==> src/rtl/tdm_mux_pkg.sv <==
// Shared definitions for the four-channel TDM multiplexer:
// the default data width, the channel tag codes and the scheduler state type.
package tdm_mux_pkg;

    localparam int W_DEFAULT = 8;
    localparam int NCH       = 4;

    localparam logic [1:0] CH_A = 2'b00;
    localparam logic [1:0] CH_B = 2'b01;
    localparam logic [1:0] CH_C = 2'b10;
    localparam logic [1:0] CH_D = 2'b11;

    typedef enum logic {
        ST_IDLE = 1'b0,
        ST_RUN  = 1'b1
    } state_t;

endpackage

==> src/rtl/tdm_mux_rr_pick.sv <==
// Round-robin search over four requests. Starting at ptr and wrapping,
// it returns the index of the first asserted request. 'any' flags whether
// any request is asserted at all. The block is purely combinational.
module rr_pick
    import tdm_mux_pkg::*;
(
    input  logic [NCH-1:0] req,
    input  logic [1:0]     ptr,
    output logic [1:0]     grant,
    output logic           any
);

    logic [NCH-1:0] rot;
    logic [1:0]     off;

    // Rotate the requests so that position 0 is the channel ptr points at.
    generate
        for (genvar gi = 0; gi < NCH; gi++) begin : g_rot
            logic [1:0] idx;
            assign idx     = ptr + 2'(gi);
            assign rot[gi] = req[idx];
        end
    endgenerate

    // Find the lowest set bit of the rotated vector, which is the nearest request at or after ptr.
    always_comb begin
        off = '0;
        for (int i = NCH - 1; i >= 0; i--) begin
            if (rot[i]) off = 2'(i);
        end
    end

    assign any   = |req;
    assign grant = ptr + off;

endmodule

==> src/rtl/tdm_mux.sv <==
// Four-channel time-division multiplexer. Each channel has a one-entry
// holding register. A scheduler copies the held words into a single output
// register that has valid/ready handshaking.
// Build option TDM_MUX_SKIP_IDLE_EN: when defined, the scheduler skips empty
// channels by using a round-robin search. When undefined, it runs fixed slots
// that visit every channel in turn.
module tdm_mux
    import tdm_mux_pkg::*;
#(
    parameter int W = W_DEFAULT
) (
    input  logic         clk,
    input  logic         rst,
    input  logic         e,
    input  logic [W-1:0] a,
    input  logic [W-1:0] b,
    input  logic [W-1:0] c,
    input  logic [W-1:0] d,
    input  logic         va,
    input  logic         vb,
    input  logic         vc,
    input  logic         vd,
    output logic         ra,
    output logic         rb,
    output logic         rc,
    output logic         rd,
    output logic [W-1:0] y,
    output logic         s1,
    output logic         s2,
    output logic         v,
    input  logic         r
);

    logic [W-1:0]   din  [NCH];
    logic [W-1:0]   hold [NCH];
    logic [NCH-1:0] vld;
    logic [NCH-1:0] full;
    logic [NCH-1:0] rdy;

    state_t       state_reg;
    logic [1:0]   ptr_reg, ptr_next;
    logic [W-1:0] y_reg;
    logic [1:0]   tag_reg;
    logic         v_reg;

    logic       free, slot, load;
    logic [1:0] sel;

    assign din[0] = a;
    assign din[1] = b;
    assign din[2] = c;
    assign din[3] = d;
    assign vld    = {vd, vc, vb, va};

    // Ready is held low throughout reset, so no word can be accepted at the edge where reset is released.
    assign rdy = ~full & {NCH{~rst}};
    assign ra  = rdy[0];
    assign rb  = rdy[1];
    assign rc  = rdy[2];
    assign rd  = rdy[3];

    // Holding registers, one per channel.
    generate
        for (genvar gi = 0; gi < NCH; gi++) begin : g_ch
            logic         full_reg;
            logic [W-1:0] hold_reg;

            // Capture only while empty. A drain and a capture never happen on the same edge, because a full register is not ready.
            always_ff @(posedge clk) begin
                if (rst) begin
                    full_reg <= 1'b0;
                end else if (load && (sel == 2'(gi))) begin
                    full_reg <= 1'b0;
                end else if (vld[gi] && !full_reg) begin
                    full_reg <= 1'b1;
                    hold_reg <= din[gi];
                end
            end

            assign full[gi] = full_reg;
            assign hold[gi] = hold_reg;
        end
    endgenerate

    assign free = !v_reg || r;
    assign slot = (state_reg == ST_RUN) && free;

`ifdef TDM_MUX_SKIP_IDLE_EN
    logic [1:0] pick;
    logic       pick_any;

    rr_pick u_pick (
        .req   (full),
        .ptr   (ptr_reg),
        .grant (pick),
        .any   (pick_any)
    );

    // Work-conserving slot: serve the nearest full channel, then resume the search just past it.
    always_comb begin
        sel      = pick;
        load     = slot && pick_any;
        ptr_next = load ? (pick + 2'd1) : ptr_reg;
    end
`else
    // Fixed slot: only the channel under ptr can load, and ptr advances on every consumed slot.
    always_comb begin
        sel      = ptr_reg;
        load     = slot && full[ptr_reg];
        ptr_next = slot ? (ptr_reg + 2'd1) : ptr_reg;
    end
`endif

    // Scheduler FSM and output register. The output holds while it is presented and not yet taken.
    always_ff @(posedge clk) begin
        if (rst) begin
            state_reg <= ST_IDLE;
            ptr_reg   <= 2'b00;
            y_reg     <= '0;
            tag_reg   <= CH_A;
            v_reg     <= 1'b0;
        end else begin
            case (state_reg)
                ST_IDLE: if (e)  state_reg <= ST_RUN;
                ST_RUN:  if (!e) state_reg <= ST_IDLE;
                default:         state_reg <= ST_IDLE;
            endcase
            ptr_reg <= ptr_next;
            if (free) begin
                if (load) begin
                    y_reg   <= hold[sel];
                    tag_reg <= sel;
                    v_reg   <= 1'b1;
                end else begin
                    v_reg   <= 1'b0;
                end
            end
        end
    end

    assign y  = y_reg;
    assign s1 = tag_reg[1];
    assign s2 = tag_reg[0];
    assign v  = v_reg;

endmodule

==> config.mk <==
export PLATFORM = sky130hd
export DESIGN_NAME = tdm_mux
export DESIGN_NICKNAME = d
export VERILOG_FILES = /design/src/rtl/tdm_mux_pkg.sv /design/src/rtl/tdm_mux_rr_pick.sv /design/src/rtl/tdm_mux.sv
export SDC_FILE = /design/constraint.sdc
export NUM_CORES = 1
export LEC_CHECK = 0
export CAP_MARGIN = 0
export CORE_ASPECT_RATIO = 0.9
export CORE_MARGIN = 2
export CORE_UTILIZATION = 40
export CTS_BUF_LIST = sky130_fd_sc_hd__clkbuf_8
export CTS_CLUSTER_DIAMETER = 30
export DETAILED_ROUTE_END_ITERATION = 12
export PLACE_DENSITY = 0.71
export SETUP_SLACK_MARGIN = 0.15
export SYNTH_ARGS = -nofsm -noshare
export SYNTH_HDL_FRONTEND = slang
export SYNTH_SLANG_ARGS = --single-unit
==> constraint.sdc <==
create_clock -name clk -period 3.3 [get_ports clk]
set_input_delay 0.66 -clock clk [delete_from_list [all_inputs] [get_ports clk]]
set_output_delay 0.66 -clock clk [all_outputs]
set_load 0.1 [all_outputs]
# == Word-level counts from Yosys, hierarchy flattened ==
# Index checks and enable logic that the tools add are counted.
# W data, S select, Z words.
# word_totals
mem_bits_rw,0
latch_bits,0
romBits,0
memories,0
out_inout_bits,15
elab_cells,60
reg_bits,50
inputBits,40
# classes
n_bitwise,8
mux,7
n_reduce_logical,26
multipliers,0
div,0
eq_ne,3
shift,0
order_cmp,2
n_addsub,1
# ops
operator,count
$bmux W8 S2,1
$mux W8,2
$reduce_and A3 Y1,4
$logic_and A1 B1 Y1,10
$reduce_or A2 Y1,4
$logic_not A1 Y1,5
$not A1 Y1,5
$and A4 B4 Y4,1
$eq A2 B2 Y1 const B,2
$not A4 Y4,1
$ge A3 B3 Y1 const B,1
$lt A2 B3 Y1 const B,1
$mux W1,3
$not A2 Y3,1
$add A2 B1 Y2 const B,1
$bmux W1 S2,1
$eq A2 B1 Y1 const B,1
$logic_not A2 Y1,1
$reduce_and A2 Y1,1
$logic_or A1 B1 Y1,1

# == Longest topological paths before layout ==
# logic_depth
ltp_word,7
mapped_depth,5
ltp_nobuf,4

# == Least setup slack after synthesis ==
# Ideal clock, no wire load.
# synth_path
kind,input -> register
from,in rst
to,reg g_ch[2].hold_reg[0] (enable)
arrival_time_ps,2798
t_required_ps,2925
stages,4
path_slack_ps,127
path_buffers,1
setup_time_ps,375
cell_sequence,buf_1 -> nor2_1 -> nand2_1 -> a21oi_1
# synth_via
elab_chain_cells,2
# synth_lines
element,line_no,text
start: declaration,tdm_mux.sv:13,"input logic rst,"
$not A1 Y1 (no line),n/a,
$reduce_and A3 Y1 (no line),n/a,
end signal: assignment,tdm_mux.sv:76,hold_reg <= din[gi];
end: declaration,tdm_mux.sv:66,logic [W-1:0] hold_reg;
# Every way passes these cells.
# A chain may end at the register's enable or synchronous reset.

# == Final worst setup path ==
# layout_path
from,in rst
to,out rb
# layout_via
elab_chain_cells,2
# layout_lines
element,line_no,text
$not A1 Y1 (no line),n/a,
$and A4 B4 Y4,tdm_mux.sv:56,assign rdy = ~full & {NCH{~rst}};
end: declaration,tdm_mux.sv:24,"output logic rb,"
# Every way passes these cells.

==> metrics.txt <==
status completed; Yosys warnings 0; Rel. slew slack 49.10%; DP HPWL 3.359 mm; post-synth cell types 21; Power Total 1.348 mW; #FFs+latches synth 50; Layout Skew ~0.009 ns; routed vias/inst 5.208; Setup crit start rst; top post-synthesis cells by area edfxtp_1 46%, dfxtp_1 17%, mux4_2 9.8%; R2R setup slack between 1 and 1.5 ns; Root Driver clkbuf_8; Hold Vio Cnt, Final 0; core area 4925 sq um; share of cells above drive strength 1 22.01%; Sink Count 50; io pins between 50 and 60; DRC 0; Synth top area share 46.46%; setup violators final 0; vias in the first global route 1459; Fin Setup TNS 0 ns; Placed Cells ~270; Vias 1427; largest net degree at the start of global routing 26; CTS Buf Count 5; initial antenna violation count 0; Core Util, Final between 50% and 60%; pre-CTS setup slack between 0.8 and 0.9 ns; max-slew violations 0; post-cts resize count 0; post-route cell area 2824 sq um; Worst-Margin Slew 0.7625 ns; r2r endpoint g_ch[2].hold_reg[4]$_DFFE_PP_; Crit Reg-Reg Startpoint ptr_reg[1]$_SDFFE_PP0P_; class of the worst hold path register to register; Finished Layout Cells 274; die width 79.80 um; Mapped Cells 151; Hold Path Depth 3; Final Cycle Share between 70 and 80%; CTS H-tree depth 2; max reg flops 32; WL final approximately 4.5 mm; leakage power 0.9759 nW; Clock Latency Late Sink 0.30 ns; Worst Path Required about 2.6 ns; Worst Setup End Kind primary output; ant diodes 0; sequential cell area fraction in the yosys report a little under two thirds; critical path endpoint rb; r2r worst-path depth 5; setup ws final 0.9397 ns; cts hold-fix bufs 0; Worst Path Max Fanout 7; RSZ-0062 raised after global routing no; Total Die Area 5762 sq um; Initial Util between 40% and 50%; wire per inst 16.45 um; Cell Area, Synth around 2100 sq um; Port-buffer cells 54; gpl congestion 0.8073; worst hold slack 0.5443 ns; Max Freq 0.4237 GHz; Startpoint Class primary input; first-pass GRT wire length 7.231 mm; leading area contributor after synthesis edfxtp_1; row count 24; clk buf depth 2; Syn-to-layout area delta 36.54%; power density over the cells between 400 and 500 nW/um^2; Peak VDD IR 0.2646 mV; postcts setup bufs 0; FILL cells 398; fin crit period about 2.4 ns; Post-Syn Nets 195; Worst-path clk slew 0.09 ns; CTS tree done; Net count, final 252; max_cap viols 0; critical path class primary input to primary output; DRT iter0 DRCs between 80 and 90; GRT Resource Usage Total about 17%; Post-Syn Area per Cell ~14 sq um; CP arrival 1.70 ns; Post-DP Area 2710 sq um; Pre-antenna DRT Iters 4; Die Y 72.22 um; antenna-violating nets left 0; GRT overflow 0
==> power by group <==
| part | total, mW | leakage, nW | internal [mW] | switching [mW] |
|---|---|---|---|---|
| clock | 0.426 | 0.0504 | 0.225 | 0.201 |
| combinational | 0.214 | 0.482 | 0.0949 | 0.119 |
| sequential | 0.708 | 0.443 | 0.693 | 0.0150 |
| total | 1.35 | 0.976 | 1.01 | 0.335 |
==> cells in the mapped netlist <==
library cell  instances
buf_2                 2
ha_1                  4
dfxtp_1              18
a211oi_2              4
nand4_1              10
nand2b_1              1
o21ai_0               2
edfxtp_1             32
nand2_1               4
clkbuf_1              8
mux4_2                9
buf_6                 1
nor2_1                9
nor2b_1               2
and3_1                1
inv_1                13
mux2_2                1
a31o_1               10
nand3_1               2
buf_1                 1
a21oi_1              17
==> placed cells by master (no fill, tap or decap), drive strengths merged <==
cell type      netlist  layout
edfxtp              32      32
ha                   4       4
inv                 13      13
clkinvlp             0       2
o21ai                2       2
and3                 1       1
a211oi               4       4
mux2                 1       1
mux4                 9       9
nand3                2       2
nand4               10      10
nor2b                2       2
nand2                4       4
a31o                10      10
dfxtp               18      18
clkbuf               8       5
nand2b               1       1
clkdlybuf4s50        0      39
bufinv               0       1
buf                  4      23
a21oi               17      17
nor2                 9       9
==> metal layers <==
layer	vias to the layer above	part of all wire (%)	track usage (%)
met1	680	41	23.17
met4	0	0.87	7.345
met2	68	49	26.05
li1	675	-	-
met3	4	8.8	4.478
met5	-	0	0
==> final cells by class <==
class | instances | area (sq um) | area share, %
flip-flops and latches | 50 | 1321 | 46.79
multi-input cells | 76 | 645.6 | 22.86
repair buffers | 62 | 613.1 | 21.71
well taps | 65 | 81.33 | 2.880
clock buffers | 5 | 68.82 | 2.437
inverters | 13 | 48.80 | 1.728
clock inverters | 3 | 45.04 | 1.595
==> worst max-delay path, cell delays in order <==
cell and delay [ns]:
clkdlybuf4s50_1 0.54, nor2_1 0.28, buf_12 0.21
==> how the worst min path moves through the flow <==
stage / start / to / slack [ns]
floorplan: g_ch[0].full_reg$_SDFFE_PP0P_ / g_ch[0].full_reg$_SDFFE_PP0P_ / 0.52
global placement: y[0]$_SDFFE_PP0P_ / y[0]$_SDFFE_PP0P_ / 0.52
detailed placement: y[6]$_SDFFE_PP0P_ / y[6]$_SDFFE_PP0P_ / 0.53
CTS: y[6]$_SDFFE_PP0P_ / y[6]$_SDFFE_PP0P_ / 0.55
global route: tag_reg[0]$_SDFFE_PP0P_ / tag_reg[0]$_SDFFE_PP0P_ / 0.58
finish: tag_reg[0]$_SDFFE_PP0P_ / tag_reg[0]$_SDFFE_PP0P_ / 0.54
==> cell families after synthesis <==
| logic type | count (synthesis) | synth area share (%) |
|---|---|---|
| multiplexers | 10 | 10.34 |
| buffers and inverters | 25 | 5.021 |
| adder cells (fa/ha/maj) | 4 | 2.420 |
| AO/OA/AOI/OAI | 33 | 11.25 |
| flip-flops | 50 | 63.88 |
| AND/OR/NAND/NOR | 29 | 7.078 |
Power figures use the tool's default switching activity.
